### config.mk
export PLATFORM = sky130hd
export DESIGN_NAME = reg_forward_scoreboard
export DESIGN_NICKNAME = d
export VERILOG_FILES = /design/src/rtl/reg_forward_scoreboard.sv
export SDC_FILE = /design/constraint.sdc
export NUM_CORES = 1
export LEC_CHECK = 0
export CORE_AREA = 2 2 122 124
export DETAILED_ROUTE_END_ITERATION = 8
export DIE_AREA = 0 0 124 126
export PLACE_DENSITY = 0.86
export RECOVER_POWER = 25
export SLEW_MARGIN = 20
export SYNTH_ARGS = -nofsm -noshare
export SYNTH_HDL_FRONTEND = slang
export SYNTH_SLANG_ARGS = --single-unit
### constraint.sdc
create_clock -name clk -period 2.95 [get_ports clk]
set_input_delay 0.4425 -clock clk [delete_from_list [all_inputs] [get_ports clk]]
set_output_delay 0.4425 -clock clk [all_outputs]
set_load 0.02 [all_outputs]
### src/rtl/reg_forward_scoreboard.sv
// Decode-stage operand read unit: forwards from in-flight stages and the
// long-latency completion port, tracks multi-cycle producers, and raises stall.
module reg_forward_scoreboard #(
  parameter int DATA_W     = 32,
  parameter int ADDR_W     = 5,
  parameter int RD_PORTS   = 2,
  parameter int FWD_STAGES = 2,
  parameter int CNT_W      = 16
) (
  input  logic                         clk,
  input  logic                         rst_n,
  input  logic [RD_PORTS-1:0]          rd_en,
  input  logic [RD_PORTS*ADDR_W-1:0]   rd_addr,
  input  logic [RD_PORTS*DATA_W-1:0]   rf_data,
  input  logic [FWD_STAGES-1:0]        fwd_we,
  input  logic [FWD_STAGES*ADDR_W-1:0] fwd_addr,
  input  logic [FWD_STAGES*DATA_W-1:0] fwd_data,
  input  logic [FWD_STAGES-1:0]        fwd_ready,
  input  logic                         issue_valid,
  input  logic                         issue_long,
  input  logic [ADDR_W-1:0]            issue_addr,
  input  logic                         cmpl_valid,
  input  logic [ADDR_W-1:0]            cmpl_addr,
  input  logic [DATA_W-1:0]            cmpl_data,
  input  logic                         flush,
  input  logic                         stat_clr,
  output logic [RD_PORTS*DATA_W-1:0]   rd_data,
  output logic                         stall,
  output logic [(1<<ADDR_W)-1:0]       pending,
  output logic [CNT_W-1:0]             stall_cnt
);

  localparam int NREG = 1 << ADDR_W;

  logic [NREG-1:0]   r_pending;
  logic [NREG-1:0]   w_pending_nxt;
  logic [CNT_W-1:0]  r_stall_cnt;

  logic [ADDR_W-1:0] w_addr     [RD_PORTS];
  logic [DATA_W-1:0] w_data     [RD_PORTS];
  logic              w_fwd_hit  [RD_PORTS];
  logic              w_fwd_rdy  [RD_PORTS];
  logic              w_cmpl_hit [RD_PORTS];
  logic              w_hazard   [RD_PORTS];
  logic              w_stall;

  // Operand resolution: the stage loop runs oldest-to-youngest so the
  // youngest matching stage overwrites older ones and wins.
  always_comb begin
    // NOTE: every combinationally assigned signal gets a default before any
    // conditional update, so no path leaves it holding a value (no latch).
    rd_data = '0;
    w_stall = 1'b0;
    for (int i = 0; i < RD_PORTS; i++) begin
      w_addr[i]     = rd_addr[i*ADDR_W +: ADDR_W];
      w_data[i]     = rf_data[i*DATA_W +: DATA_W];
      w_fwd_hit[i]  = 1'b0;
      w_fwd_rdy[i]  = 1'b1;
      w_cmpl_hit[i] = cmpl_valid && (cmpl_addr == w_addr[i]);
      if (w_cmpl_hit[i]) w_data[i] = cmpl_data;
      for (int j = FWD_STAGES - 1; j >= 0; j--) begin
        if (fwd_we[j] && (fwd_addr[j*ADDR_W +: ADDR_W] == w_addr[i])) begin
          w_fwd_hit[i] = 1'b1;
          w_fwd_rdy[i] = fwd_ready[j];
          w_data[i]    = fwd_data[j*DATA_W +: DATA_W];
        end
      end
      if (w_addr[i] == '0) w_data[i] = '0;

      w_hazard[i] = rd_en[i] && (w_addr[i] != '0) &&
                    ((w_fwd_hit[i] && !w_fwd_rdy[i]) ||
                     (r_pending[w_addr[i]] && !w_cmpl_hit[i]));
      w_stall = w_stall | w_hazard[i];
      rd_data[i*DATA_W +: DATA_W] = w_data[i];
    end
  end

  // Issue set beats completion clear so a back-to-back reissue stays tracked.
  always_comb begin
    w_pending_nxt = r_pending;
    if (flush) begin
      w_pending_nxt = '0;
    end else begin
      for (int r = 1; r < NREG; r++) begin
        if (issue_valid && issue_long && !w_stall && (issue_addr == ADDR_W'(r)))
          w_pending_nxt[r] = 1'b1;
        else if (cmpl_valid && (cmpl_addr == ADDR_W'(r)))
          w_pending_nxt[r] = 1'b0;
      end
    end
    w_pending_nxt[0] = 1'b0;
  end

  // NOTE: state registers use non-blocking assignments so every flop samples
  // pre-edge values regardless of process evaluation order.
  always_ff @(posedge clk or negedge rst_n) begin
    if (!rst_n) begin
      r_pending   <= '0;
      r_stall_cnt <= '0;
    end else begin
      r_pending <= w_pending_nxt;
      if (stat_clr)
        r_stall_cnt <= '0;
      else if (w_stall && (r_stall_cnt != {CNT_W{1'b1}}))
        r_stall_cnt <= r_stall_cnt + 1'b1;
    end
  end

  assign stall     = w_stall;
  assign pending   = r_pending;
  assign stall_cnt = r_stall_cnt;

endmodule

==> results.rst <==
.. list-table::
   :header-rows: 1

   * - Metric
     - Value
   * - Run status
     - finished with violations
   * - Failing checks
     - max-capacitance violations, max-slew violations
   * - GRT Residual Overflow
     - 0
   * - FMAX
     - 0.344 GHz
   * - Area of the die
     - 15600 um^2
   * - Req. time, crit path
     - 2.51 ns
   * - Shortest period the worst path allows
     - 2.91 ns
   * - Number of top-level design ports
     - 316
   * - Gate Count Post-Synth
     - 738
   * - Maximum single-stage delay on the critical path
     - 0.30 ns
   * - Summed instance area of the synthesized netlist
     - 5460 um^2
   * - CTS tree
     - built
   * - HPWL after detailed placement
     - 20900 um
   * - Remaining design rule violation count
     - 0
   * - First-pass GRT wire length
     - 41500 um
   * - Clock root buffer
     - sky130_fd_sc_hd__clkbuf_16
   * - Chip Width
     - 124 um
   * - Yosys warns
     - 0
   * - Maximum number of pins on one net before global-route repair
     - 48
   * - Worst Max-Slew Pin Slew
     - 2.49 ns
   * - Biggest area contributors in the synthesized netlist
     - sky130_fd_sc_hd__dfrtp_1, sky130_fd_sc_hd__mux2i_1, sky130_fd_sc_hd__nor2_1
   * - Worst r2r src
     - pending[3]
   * - Power per unit of standard cell area
     - 242 nW/um^2
   * - H-tree depth
     - 2
   * - Category of the critical setup timing path
     - in2out
   * - Tot Pwr
     - 2.40 mW
   * - Largest fanout of any net on the critical path
     - 25
   * - Area grow syn2layout
     - 82.2%
   * - Clock Tree Buf Depth
     - 2
   * - End of the critical path
     - rd_data[17]
   * - Dominant synthesized flop cell
     - sky130_fd_sc_hd__dfrtp_1
   * - Antenna viol nets, final
     - 0
   * - Part of the Yosys area used for sequential elements
     - 21.5%
   * - Worst path most repeated cell
     - sky130_fd_sc_hd__buf_4
   * - Core footprint
     - 14300 um^2
   * - Clock latency reported for the late side of the worst-skew pair
     - 0.28 ns
   * - Synthesized netlist net count
     - 942
   * - Critical R2R Capture
     - stall_cnt[10]
   * - Post-Syn Area per Cell
     - 7.40 um^2
   * - Routed Wire Length
     - 29600 um
   * - Flops & latches, synth
     - 47
   * - Count of buffers inserted at the top-level ports
     - 314
   * - Share of Yosys cell area claimed by the top area cell type
     - 21.5%
   * - Starting Density
     - 38.1%
   * - Number of global-route vias before repair
     - 7301
   * - Cell at the slowest stage of the critical path
     - sky130_fd_sc_hd__bufbuf_16
   * - Post-synth ARST share
     - 100%
   * - Average wire per cell in the routed design
     - 22.9 um
   * - Cell types with the highest counts after synthesis
     - sky130_fd_sc_hd__nor2_1, sky130_fd_sc_hd__mux2i_1, sky130_fd_sc_hd__a21oi_1
   * - Total GRT Usage
     - 34.9%
   * - Antenna violations before repair
     - 4
   * - R2R Setup Slk
     - 0.26 ns
   * - Die height
     - 126 um
   * - Max-cap violations
     - 1
   * - Critical path endpoint category
     - primary output
   * - Row count
     - 44
   * - Synth cell types
     - 51
   * - Count of nets after finishing
     - 1309
   * - Placer Congestion
     - 1.03
   * - Iteration count of the initial detailed-routing pass
     - 5
   * - Final hold violation count
     - 0
   * - Setup repair after global routing missed its margin
     - yes
   * - Nature of the critical path startpoint
     - input pin
   * - Final number of setup-violating endpoints
     - 0
   * - Leakage component of the power
     - 4.02 nW
   * - Worst rel slew slack
     - -66.0%
   * - Max-slew violation total from the final report
     - 48
   * - Total clock buffers created by CTS
     - 5
   * - Skew final
     - 0.00293 ns
   * - Worst IR Drop VDD
     - 295 uV
   * - Number of hold-repair buffers added at the cts stage
     - 0
   * - Final worst path period share
     - 98.6%
   * - Via density per instance
     - 6.07
   * - Fraction of layout instances using a drive strength above 1
     - 23.4%
   * - List of cells traversed by the critical path
     - dlygate4sd2_1, xor2_2, nor4_2, nand3_2, buf_6, bufbuf_16, nor2_2, a211oi_2, a21oi_1, nor2_1, buf_4, buf_4
   * - Clock edge transition at the registers on the reported setup and hold paths
     - 0.06 ns
   * - Library cell occupying the most area in the post-synthesis netlist
     - sky130_fd_sc_hd__dfrtp_1
   * - Number of clock sinks seen by CTS
     - 47
   * - R2R depth
     - 9
   * - Fin Hold WS
     - 0.579 ns
   * - Number of DRC markers after the initial detailed-route iteration
     - 691
   * - Count of vias placed by the detailed router
     - 7837
   * - Count of flip-flops with a built-in enable after synthesis
     - 0
   * - Most repeated cell in the gate-level netlist after synthesis
     - sky130_fd_sc_hd__nor2_1
   * - Min-Delay Path Class
     - reg2reg
   * - Data arrival time of the critical path
     - 2.47 ns
   * - Worst Setup SP
     - fwd_addr[9]
==> cells in the final DEF (no fill, tap or decap), types with 6 or more instances in the layout <==
master,netlist,layout
sky130_fd_sc_hd__o211ai_1,10,10
sky130_fd_sc_hd__clkdlybuf4s50_1,0,224
sky130_fd_sc_hd__nand4_1,6,6
sky130_fd_sc_hd__xor2_1,25,23
sky130_fd_sc_hd__dfrtp_1,47,47
sky130_fd_sc_hd__buf_4,1,83
sky130_fd_sc_hd__buf_12,1,15
sky130_fd_sc_hd__mux2i_1,81,76
sky130_fd_sc_hd__nor2_2,0,6
sky130_fd_sc_hd__nand2b_1,6,6
sky130_fd_sc_hd__a211oi_2,0,9
sky130_fd_sc_hd__buf_2,13,49
sky130_fd_sc_hd__nand2_1,28,28
sky130_fd_sc_hd__a211oi_1,64,54
sky130_fd_sc_hd__inv_1,6,6
sky130_fd_sc_hd__nand3_1,39,37
sky130_fd_sc_hd__a21oi_1,75,70
sky130_fd_sc_hd__nor2_1,147,138
sky130_fd_sc_hd__clkbuf_2,0,9
sky130_fd_sc_hd__o21ai_0,37,37
sky130_fd_sc_hd__buf_6,2,18
sky130_fd_sc_hd__clkbuf_16,0,7
sky130_fd_sc_hd__mux4_2,9,9
sky130_fd_sc_hd__dlygate4sd2_1,0,6
sky130_fd_sc_hd__nor2b_1,13,13
sky130_fd_sc_hd__or3_1,11,11
==> registers in the layout (all words and copies together), names as in the netlist <==
name and flops:
pending 31, stall_cnt 16
==> cell type report <==
type	instances	area (um^2)
multi-input combinational	620	4220
clock buffer	6	129
tap	184	230
clock inverter	1	30.0
inverter	7	26.3
sequential	47	1180
fill	1158	4370
timing repair buffer	424	4130
antenna	3	7.51
==> metrics by stage <==
step	util, %	cells	worst slack (ns)	setup TNS (ns)	area, um^2
floorplan	-	738	0.151	0	5460
global placement	64.8	1248	-0.615	-46.29	9270
detailed placement	64.8	1248	-0.722	-50.93	9270
CTS	68.3	1281	-0.0249	-0.0498	9780
global route	69.5	1291	-0.0439	-0.261	9940
finish	69.5	1292	0.0423	0	9950
==> critical path, delay by kind of cell <==
family                 cells  cell delay [ns]
buffers and inverters      5             1.05
AND/OR/NAND/NOR            4             0.58
XOR/XNOR                   1             0.20
AO/OA/AOI/OAI              2             0.17
==> routing by layer <==
metal | vias to the layer above | track usage [%] | wire length (um)
met3 | 125 | 8.51 | 3220
li1 | 3452 | - | -
met1 | 3743 | 42.3 | 10800
met5 | - | 0 | 0
met2 | 517 | 58.0 | 13900
met4 | 0 | 15.5 | 1680
==> where the power goes <==
| group | leakage [nW] | switching, mW | internal [mW] |
|---|---|---|---|
| registers | 0.655 | 0.00843 | 0.651 |
| clock network | 0.0769 | 0.221 | 0.395 |
| logic | 3.29 | 0.556 | 0.573 |
| total | 4.02 | 0.786 | 1.62 |
==> repair_timing <==
| item | CTS | global route |
|---|---|---|
| pin swaps | 22 | 26 |
| setup endpoints to repair | 83 | 70 |
| gates cloned | 10 | 4 |
| setup buffers | 16 | 5 |
| gates resized for setup | 297 | 77 |
==> cells by family (layout without fill, tap and decap cells) <==
kind of cell,after synthesis,count (layout),synth area share (%)
AOI/OAI and AO/OA,211,212,24.4
xor gates and xnor gates,31,31,4.97
adders and majority gates,1,1,0.229
buffers and inverters,72,438,5.89
DFF,47,47,21.5
muxes,94,94,19.4
other,1,4,0.0687
and+or+nand+nor,281,281,23.5
==> worst min path at each step <==
stage	start	to	slack, ns	depth (start not counted)
3_5_place_dp	pending[28]	pending[28]	0.56	2
3_3_place_gp	pending[24]	pending[24]	0.55	2
6_report	pending[28]	pending[28]	0.58	2
5_1_grt	pending[28]	pending[28]	0.60	2
2_1_floorplan	rst_n	pending[10]	0.15	0
4_1_cts	rst_n	stall_cnt[1]	0.37	1
Power figures use the tool's default switching activity.
